File: src/rtl/wfifo_pattern_gen.sv
// Frame-data source for the SDRAM write FIFO (write-clock domain).
// Patterns: increment, decrement, 16-bit Galois LFSR, constant.
// Backpressure comes from wfifo_full. Optional inter-frame gap.
// Outputs frame markers and a count of completed frames.
// Optional feature macro: PATGEN_CHECKSUM_EN adds frame_sum, the 32-bit sum
// of the words of the last completed frame.
`timescale 1ns/1ps
module wfifo_pattern_gen #(
  parameter int unsigned DATA_W     = 16,
  parameter int unsigned FRAME_LEN  = 480000,
  parameter int unsigned LEN_W      = 19,
  parameter int unsigned GAP_CYCLES = 0,
  parameter logic [31:0] CONST_VAL  = 32'h0000_5A5A,
  parameter logic [15:0] LFSR_SEED  = 16'hACE1,
  parameter int unsigned FCNT_W     = 16
) (
  input  logic              wfifo_wr_clk,
  input  logic              rst_n,
  input  logic              enable,
  input  logic [1:0]        mode,
  input  logic              wfifo_full,
  output logic              wfifo_wr_en,
  output logic [DATA_W-1:0] wfifo_wr_data,
  output logic              frame_start,
  output logic              frame_done,
  output logic [FCNT_W-1:0] frame_cnt,
`ifdef PATGEN_CHECKSUM_EN
  output logic [31:0]       frame_sum,
`endif
  output logic              busy
);

  localparam int unsigned GAP_W = (GAP_CYCLES > 1) ? $clog2(GAP_CYCLES) : 1;
  localparam logic [LEN_W-1:0] LAST_IDX = LEN_W'(FRAME_LEN - 1);
  localparam logic [GAP_W-1:0] GAP_LAST = GAP_W'(GAP_CYCLES - 1);

  // FRAME_END takes no cycle: its decision is folded into the edge leaving RUN/GAP.
  typedef enum logic [1:0] {S_IDLE, S_RUN, S_GAP} state_t;

  state_t            state_q, state_d;
  logic [LEN_W-1:0]  index_q, index_d;
  logic [DATA_W-1:0] data_d, next_word;
  logic [15:0]       lfsr_q, lfsr_d, lfsr_nxt;
  logic [GAP_W-1:0]  gap_q, gap_d;
  logic [1:0]        mode_q, mode_d;
  logic [FCNT_W-1:0] cnt_d;
  logic              done_d, accept, last, frame_end, restart;

  function automatic logic [DATA_W-1:0] first_word(input logic [1:0] m);
    logic [DATA_W-1:0] w;
    case (m)
      2'd0:    w = '0;
      2'd1:    w = '1;
      2'd2:    w = DATA_W'(LFSR_SEED);
      default: w = DATA_W'(CONST_VAL);
    endcase
    return w;
  endfunction

  // Write handshake and status flags
  assign wfifo_wr_en = (state_q == S_RUN) & ~wfifo_full;
  assign accept      = wfifo_wr_en;
  assign last        = (index_q == LAST_IDX);
  assign frame_start = (index_q == '0) & wfifo_wr_en;
  assign busy        = (state_q != S_IDLE);

  // Successor of the current word under the latched mode
  always_comb begin
    lfsr_nxt  = (lfsr_q >> 1) ^ (lfsr_q[0] ? 16'hB400 : 16'h0000);
    next_word = wfifo_wr_data;
    case (mode_q)
      2'd0:    next_word = wfifo_wr_data + DATA_W'(1);
      2'd1:    next_word = wfifo_wr_data - DATA_W'(1);
      2'd2:    next_word = DATA_W'(lfsr_nxt);
      default: next_word = wfifo_wr_data;
    endcase
  end

  // Next-state and datapath decisions
  always_comb begin
    state_d   = state_q;
    index_d   = index_q;
    data_d    = wfifo_wr_data;
    lfsr_d    = lfsr_q;
    gap_d     = gap_q;
    mode_d    = mode_q;
    cnt_d     = frame_cnt;
    done_d    = 1'b0;
    frame_end = 1'b0;
    restart   = 1'b0;
    case (state_q)
      S_IDLE: if (enable) restart = 1'b1;
      S_RUN: begin
        if (accept) begin
          if (last) begin
            index_d = '0;
            done_d  = 1'b1;
            cnt_d   = frame_cnt + FCNT_W'(1);
            if (GAP_CYCLES > 0) begin
              state_d = S_GAP;
              gap_d   = '0;
            end else begin
              frame_end = 1'b1;
            end
          end else begin
            index_d = index_q + LEN_W'(1);
            lfsr_d  = lfsr_nxt;
            data_d  = next_word;
          end
        end
      end
      S_GAP: begin
        if (gap_q == GAP_LAST) frame_end = 1'b1;
        else                   gap_d = gap_q + GAP_W'(1);
      end
      default: state_d = S_IDLE;
    endcase
    if (frame_end) begin
      if (enable) restart = 1'b1;
      else        state_d = S_IDLE;
    end
    if (restart) begin
      state_d = S_RUN;
      mode_d  = mode;
      index_d = '0;
      lfsr_d  = LFSR_SEED;
      data_d  = first_word(mode);
    end
  end

  // State and datapath registers
  always_ff @(posedge wfifo_wr_clk or negedge rst_n) begin
    if (!rst_n) begin
      state_q       <= S_IDLE;
      index_q       <= '0;
      wfifo_wr_data <= '0;
      lfsr_q        <= LFSR_SEED;
      gap_q         <= '0;
      mode_q        <= 2'd0;
      frame_cnt     <= '0;
      frame_done    <= 1'b0;
    end else begin
      state_q       <= state_d;
      index_q       <= index_d;
      wfifo_wr_data <= data_d;
      lfsr_q        <= lfsr_d;
      gap_q         <= gap_d;
      mode_q        <= mode_d;
      frame_cnt     <= cnt_d;
      frame_done    <= done_d;
    end
  end

`ifdef PATGEN_CHECKSUM_EN
  logic [31:0] run_sum_q, sum_with_word;

  // Accumulator restarts on the first word of a frame
  always_comb begin
    sum_with_word = ((index_q == '0) ? 32'h0 : run_sum_q) + 32'(wfifo_wr_data);
  end

  // Running sum and latched per-frame sum
  always_ff @(posedge wfifo_wr_clk or negedge rst_n) begin
    if (!rst_n) begin
      run_sum_q <= 32'h0;
      frame_sum <= 32'h0;
    end else if (accept) begin
      run_sum_q <= sum_with_word;
      if (last) frame_sum <= sum_with_word;
    end
  end
`endif

endmodule

File: config.mk
export PLATFORM = sky130hd
export DESIGN_NAME = wfifo_pattern_gen
export DESIGN_NICKNAME = d
export VERILOG_FILES = /design/src/rtl/wfifo_pattern_gen.sv
export SDC_FILE = /design/constraint.sdc
export NUM_CORES = 1
export LEC_CHECK = 0
export ABC_AREA = 1
export CORE_MARGIN = 5
export CORE_UTILIZATION = 23
export DETAILED_ROUTE_END_ITERATION = 10
export SYNTH_ARGS = -nofsm -noshare
export SYNTH_HDL_FRONTEND = slang
export SYNTH_SLANG_ARGS = --single-unit
File: constraint.sdc
create_clock -name wfifo_wr_clk -period 3.7 [get_ports wfifo_wr_clk]
set_clock_uncertainty 0.15 [all_clocks]
set_input_delay 1.11 -clock wfifo_wr_clk [delete_from_list [all_inputs] [get_ports wfifo_wr_clk]]
set_output_delay 1.11 -clock wfifo_wr_clk [all_outputs]
set_load 0.05 [all_outputs]
==> summary.md <==
| Metric | Value |
|---|---|
| Status | finished, final reports clean |
| Mux contribution to synthesized area | 0% |
| Worst Tran Pin Value | 690 ps |
| Final hold slack | 315 ps |
| CTS Hold Bufs | 0 |
| Netlist Area Pre-Place | 5120 um^2 |
| Antenna-violating nets left | 0 |
| Post-synthesis simple-gate area fraction | 37.6% |
| TritonCTS buffer count | 9 |
| Adder-Cell Fraction of Synth Area | 6.99% |
| Dpl ws | 225 ps |
| H-Tree Depth | 3 |
| CORE AREA | 21,900 um^2 |
| Area contributors post-synth | dfrtp_1 (32%), nand2_1 (19%), ha_1 (6.6%) |
| XOR/XNOR Fraction of Synth Area | 6.33% |
| Critical Path RT | 2440 ps |
| Worst-Skew Late Latency | 350 ps |
| Share of cells above drive strength 1 | 7.46% |
| Core Util, Final | 28.0% |
| Worst setup path endpoint | frame_start |
| Hold Crit Class | register to register |
| Crit path launch type | primary input |
| Pwr dens | 677 nW/um^2 |
| CP Capture Type | output pin |
| Post-synth EDFFs | 0 |
| Final slew viol count | 0 |
| Vias/cell | 4.35 |
| Routability Congestion | 0.908 |
| First-pass GRT wire length | 21.9 mm |
| Count leader, synth | nand2_1 |
| Nets | 807 |
| Total Wirelength | 12.9 mm |
| Worst path arrival time | 2220 ps |
| Initial DRC Count | 346 |
| Final std cells w/o fill | 1,058 |
| Clock Tree Buf Depth | 2 |
| DRT Pass-1 Iters | 5 |
| R2R setup slack | 810 ps |
| Area Overhead vs Synth | 19.8% |
| Static leakage | 3.12 nW |
| Largest net degree at the start of global routing | 34 |
| Worst r2r src | mode_q[1] |
| Post-synth top area share | 31.8% |
| Synth async-reset ratio | 100% |
| RSZ-0062 raised after global routing | no |
| Relative slew margins | 54.0% |
| TritonCTS clock tree | built |
| Complex-gate fraction of the synthesized area | 4.91% |
| Period Utilization, post-route | 93.9% |
| Grt total ovfl | 0 |
| Starting Density | 23.4% |
| Cell depth of the worst flop-to-flop path | 16 |
| Final Total Pwr | 4.15 mW |
| HPWL Detailed | 9.45 mm |
| # Post-CTS Setup Buffers | 0 |
| Max-cap violations | 0 |
| CTS root buffer | clkbuf_16 |
| Main combinational cell family by area after synthesis | simple AND/OR/NAND/NOR gates |
| CP max FO | 2 |
| Die area | 25,300 um^2 |
| Maximum clock frequency | 288 MHz |
| # fillers | 2,425 |
| Vias | 4,604 |
| Setup violators final | 0 |
| Initial antenna violation count | 0 |
| Setup Crit Path Kind | primary input to output pin |
| Top-Level Pins | 42 |
| Row count | 54 |
| Mapped Nets | 765 |
| Ant. Diodes | 0 |
| GRT Resource Usage Total | 10.2% |
| Reg2reg end | wfifo_wr_data[8] |
| Setup WS post-layout | 224 ps |
| Clock Sinks | 73 |
| Dominant cell type by area after synthesis | dfrtp_1 |
| Tmin final | 3480 ps |
| Ys flop type | dfrtp_1 |
| DRC Markers | 0 |
| Placement Cell Area | 5860 um^2 |
| Final Instance Area | 6130 um^2 |
| FF+latch count, synth | 73 |
| CTS clock-pin slew for the worst setup and hold paths | 70 ps |
| Vias in the first global route | 4,361 |
| CTS resizes | 0 |
| Placed cells | 1,042 |
| Hold Violations, Final | 0 |
| Sum Neg Setup Slack | 0 ps |
| Yosys cell types | 34 |
| Cell depth of the worst hold path | 1 |
| Seq/Total Area, Yosys | 35.9% |
| Ys Warns | 0 |
| Synth top cells by count | nand2_1 (261), inv_1 (86), dfrtp_1 (65) |
| Setup crit start | wfifo_full |
| Die Ht | 159 um |
| Synth Instances | 731 |
| Routed len/inst | 12.2 um |
| Die X | 159 um |
| Number of buffers added on ports | 41 |
| Synthesized area per cell | 7.01 um^2 |
| Worst VDD drop | 0.000229 V |
## where the power goes
part / switching, mW / internal [mW] / leakage (nW)
combinational: 1.35 / 0.750 / 2.05
sequential: 0.207 / 1.03 / 0.934
clock: 0.371 / 0.453 / 0.131
total: 1.93 / 2.23 / 3.12
## critical path, stage by stage
cell and delay [ps]:
clkdlybuf4s50_1 410, nor2_2 130, nand4_1 110, nor4_2 270
buf_12 190
## cells by family after synthesis
| group | after synthesis |
|---|---|
| and+or+nand+nor | 440 |
| buffers and inverters | 105 |
| adders and majority gates | 28 |
| DFF | 73 |
| xor gates and xnor gates | 37 |
| AOI/OAI and AO/OA | 48 |
## registers in the layout (all words and copies together), names as in the netlist
name,cells
frame_done,1
index_q,19
state_q,2
wfifo_wr_data,16
gap_q,1
frame_cnt,16
lfsr_q,16
mode_q,2
## cell usage in the layout (no fill, tap or decap), types with 5 or more instances in the layout
cell type and instances:
nand2_1 261, inv_1 86, dfrtp_1 65, nand3_1 61
nor2_1 56, clkdlybuf4s50_1 38, ha_1 27, xor2_1 25
o21ai_0 25, a21oi_1 21, nand4_1 15, xnor2_1 12
nor3_1 11, clkbuf_16 9, dfstp_2 8, nor4_1 7
buf_4 7, nand2_2 6, nand3b_1 5
## worst min-delay path by stage
stage,startpoint,to,slack [ps]
final,gap_q,gap_q,310
after floorplan,gap_q,gap_q,290
after global routing,gap_q,gap_q,360
after CTS,gap_q,gap_q,320
after global placement,gap_q,gap_q,310
after detailed placement,gap_q,gap_q,300
## final cells by class
| class | instances | area (um^2) | share of cell area [%] |
|---|---|---|---|
| inverter | 89 | 338 | 5.51 |
| sequential | 73 | 1840 | 29.9 |
| clock inverter | 7 | 47.5 | 0.775 |
| timing repair buffer | 47 | 473 | 7.71 |
| clock buffer | 9 | 225 | 3.67 |
| multi-input combinational | 553 | 2860 | 46.7 |
| tap | 280 | 350 | 5.71 |
## routing by layer
| layer | wire length (um) | GRT usage (%) | part of all wire (%) |
|---|---|---|---|
| met5 | 0 | 0 | 0 |
| met4 | 119 | 2.29 | 0.92 |
| met3 | 615 | 2.64 | 4.8 |
| met2 | 5580 | 15.2 | 43 |
| met1 | 6600 | 14.8 | 51 |
Note: power is estimated with default switching activity, not from simulation.
==> variant 1, RTL diff (same flow settings) <==
Build with the macro `PATGEN_CHECKSUM_EN` defined.
--- a/src/rtl/wfifo_pattern_gen.sv
+++ b/src/rtl/wfifo_pattern_gen.sv
@@ -5,6 +5,8 @@
 // Optional feature macro: PATGEN_CHECKSUM_EN adds frame_sum, the 32-bit sum
 // of the words of the last completed frame.
 `timescale 1ns/1ps
+`define PATGEN_CHECKSUM_EN
+
 module wfifo_pattern_gen #(
   parameter int unsigned DATA_W     = 16,
   parameter int unsigned FRAME_LEN  = 480000,
Function (old outputs only; new: frame_sum): kept (equiv_simple and equiv_induct, registers matched by name and starting in step).
==> variant 1 against the unedited design <==
Largest cell class unchanged; area after synthesis grew 71%; worst setup slack worse by 0.019 ns; count of clock-buffer cells in the layout grew 9; design area up 76%; sequential cell count increased by 64; sequential power grew 71%; critical path type unchanged; wire length increased by 96%; largest power group unchanged; power is 65% higher; synthesized cell count grew 61%.
==> variant 1: results (changes against the unedited design) <==
worst flop-to-flop path startpoint=index_q[1]$_DFFE_PN0P_ (was mode_q[1]$_DFFE_PN0P_); Critical Path Fanout Max=40 (was 2); fin cells=1781 (was 1058); clock network fraction of total power=25.3% (was 19.8%); DR iter-0 viols=616 (was 346); Seq/total area=31.8% (was 29.9%); pre-CTS setup slack=0.206 ns (was 0.225 ns); post-DP HPWL=19100 um (was 9450 um); largest net degree at the start of global routing=70 (was 34); Mapped Nets=1225 (was 765); peak supply drop=0.359 mV (was 0.229 mV); Multi-input comb cells=889 (was 553); Switch Pwr=3.02 mW (was 1.93 mW); GP Congestion=0.872 (was 0.908); WP data arrival=2.24 ns (was 2.22 ns); ratio of cells with drive above 1 in the final layout=9.61% (was 7.46%); dpl cells=1749 (was 1042); NonClk Buf Share=8.83% (was 7.71%); flop2flop setup slack=0.29 ns (was 0.81 ns); most frequent cells after synthesis=353 x nand2_1, 129 x dfrtp_1, 107 x inv_1 (was 261 x nand2_1, 86 x inv_1, 65 x dfrtp_1); fill count=4089 (was 2425); Tmin final=3.50 ns (was 3.48 ns); Non-Clock Buffer Count=95 (was 47); # clock sinks=137 (was 73); Reg2Reg Depth=18 (was 16); Slew @ Worst Pin=0.729 ns (was 0.690 ns); Multi-input gate area=4740 um2 (was 2860 um2); sequential cell power=2.10 mW (was 1.23 mW); status=complete, no violations (unchanged); clk tree area frac=5.50% (was 4.45%); wire length on met2=11400 um (was 5580 um)
## variant 1: cell families after synthesis
logic type,count (synthesis),synth area share (%)
compound gates,147,9.01
xor+xnor,53,5.31
fa+ha+maj,44,6.46
buf+inv,149,6.88
flops,137,39.3
simple gates,645,33.0
## variant 1: metrics by stage
| step | total power, mW | util, % | hold WS, ns | area [um2] |
|---|---|---|---|---|
| global route | 7.36 | 28.8 | 0.345 | 10800 |
| global placement | 5.07 | 27.1 | 0.307 | 10200 |
| floorplan | 4.13 | - | 0.289 | 8750 |
| CTS | 6.86 | 28.7 | 0.326 | 10800 |
| finish | 6.86 | 28.8 | 0.320 | 10800 |
| detailed placement | 5.09 | 27.1 | 0.304 | 10200 |
## variant 1: per-layer routing
layer / track usage [%] / vias to the layer above
met5: 0 / -
met4: 2.68 / 0
met3: 2.41 / 20
met2: 19.5 / 226
met1: 17.3 / 3797
li1: - / 4005
==> variant 2, RTL diff (config.mk and constraints unchanged) <==
Made on the original files. `wfifo_wr_data` no longer has a reset.
--- a/src/rtl/wfifo_pattern_gen.sv
+++ b/src/rtl/wfifo_pattern_gen.sv
@@ -133,7 +133,6 @@
     if (!rst_n) begin
       state_q       <= S_IDLE;
       index_q       <= '0;
-      wfifo_wr_data <= '0;
       lfsr_q        <= LFSR_SEED;
       gap_q         <= '0;
       mode_q        <= 2'd0;
@@ -142,13 +141,16 @@
     end else begin
       state_q       <= state_d;
       index_q       <= index_d;
-      wfifo_wr_data <= data_d;
       lfsr_q        <= lfsr_d;
       gap_q         <= gap_d;
       mode_q        <= mode_d;
       frame_cnt     <= cnt_d;
       frame_done    <= done_d;
     end
+  end
+
+  always_ff @(posedge wfifo_wr_clk) begin
+    wfifo_wr_data <= data_d;
   end
 
 `ifdef PATGEN_CHECKSUM_EN
Function: changed (a bounded check fails within 4 cycles, from zero or initial values and one cycle with rst_n low).
==> variant 2 against the unedited design <==
Area after synthesis is 2.7% higher; power up 2.6%; worst setup slack worse by 0.063 ns; design area rose by 2.3%; sequential cell count did not move; maximum frequency down 1.8%; clock power shrank 2.7%; non-clock buffer count increased by 5; combinational power rose by 4%; wire length fell by 0.21%.
==> variant 2: results (changes against the unedited design) <==
DR iter-0 viols=296 (was 346); vias in the first global route=4427 (was 4361); largest cells by area after synthesis=dfrtp_1 23%, nand2_1 18%, edfxtp_1 9.1%, nand3_1 6.9%, ha_1 6.4% (was dfrtp_1 32%, nand2_1 19%, ha_1 6.6%, inv_1 6.3%, nand3_1 6.0%); grt met3 use=2.25% (was 2.64%); Mapped Nets=771 (was 765); placed cell areas=6000 um2 (was 5860 um2); clock-pin transition on the worst setup and hold timing paths=0.05 ns (was 0.07 ns); post-DP HPWL=9620 um (was 9450 um); combinational group share of total power=51.4% (was 50.5%); Tmin final=3.54 ns (was 3.48 ns); flop2flop setup slack=0.73 ns (was 0.81 ns); WL final=12900 um (about the same); final hold slack=0.323 ns (was 0.315 ns); routed len/inst=12.1 um (was 12.2 um); P_clk=0.802 mW (was 0.824 mW); Nets=811 (was 807); GP Congestion=0.867 (was 0.908); met1 usage=14.0% (was 14.8%); Synth cell types=39 (was 34); GRT met2 Usage=16.3% (was 15.2%); first-pass GRT wire length=21900 um (about the same); peak supply drop=0.327 mV (was 0.229 mV); status=complete, no violations (unchanged); Vias=4697 (was 4604); most frequent cells after synthesis=259 x nand2_1, 89 x inv_1, 72 x nand3_1 (was 261 x nand2_1, 86 x inv_1, 65 x dfrtp_1); ys async rst share=78.1% (was 100%)
[variant 2: cell types whose count changed after synthesis, moves of 4 or more]
cell      change
nand3_1      +11
nor4_1        -6
o21ai_0      -11
nand4_1      +24
xor2_1        -7
nor2_1        -5
dfrtp_1      -16
a21oi_1      -11
buf_6         +4
edfxtp_1     +16
[variant 2: area by class of cell]
class	count	area [um2]	share of cell area (%)
Tap cell	285	357	5.68
Clock inverter	7	46.3	0.738
Multi-Input combinational cell	548	2860	45.6
Clock buffer	9	225	3.59
Sequential cell	73	1920	30.5
Inverter	93	350	5.58
Timing Repair Buffer	52	520	8.30
[variant 2: cells by family after synthesis]
family                     after synthesis  share of synthesized area, %
and+or+nand+nor                        458                          38.9
AOI/OAI and AO/OA                       33                          3.55
buffers and inverters                  116                          9.45
xor gates and xnor gates                29                          4.83
DFF                                     73                          36.5
adders and majority gates               28                          6.81
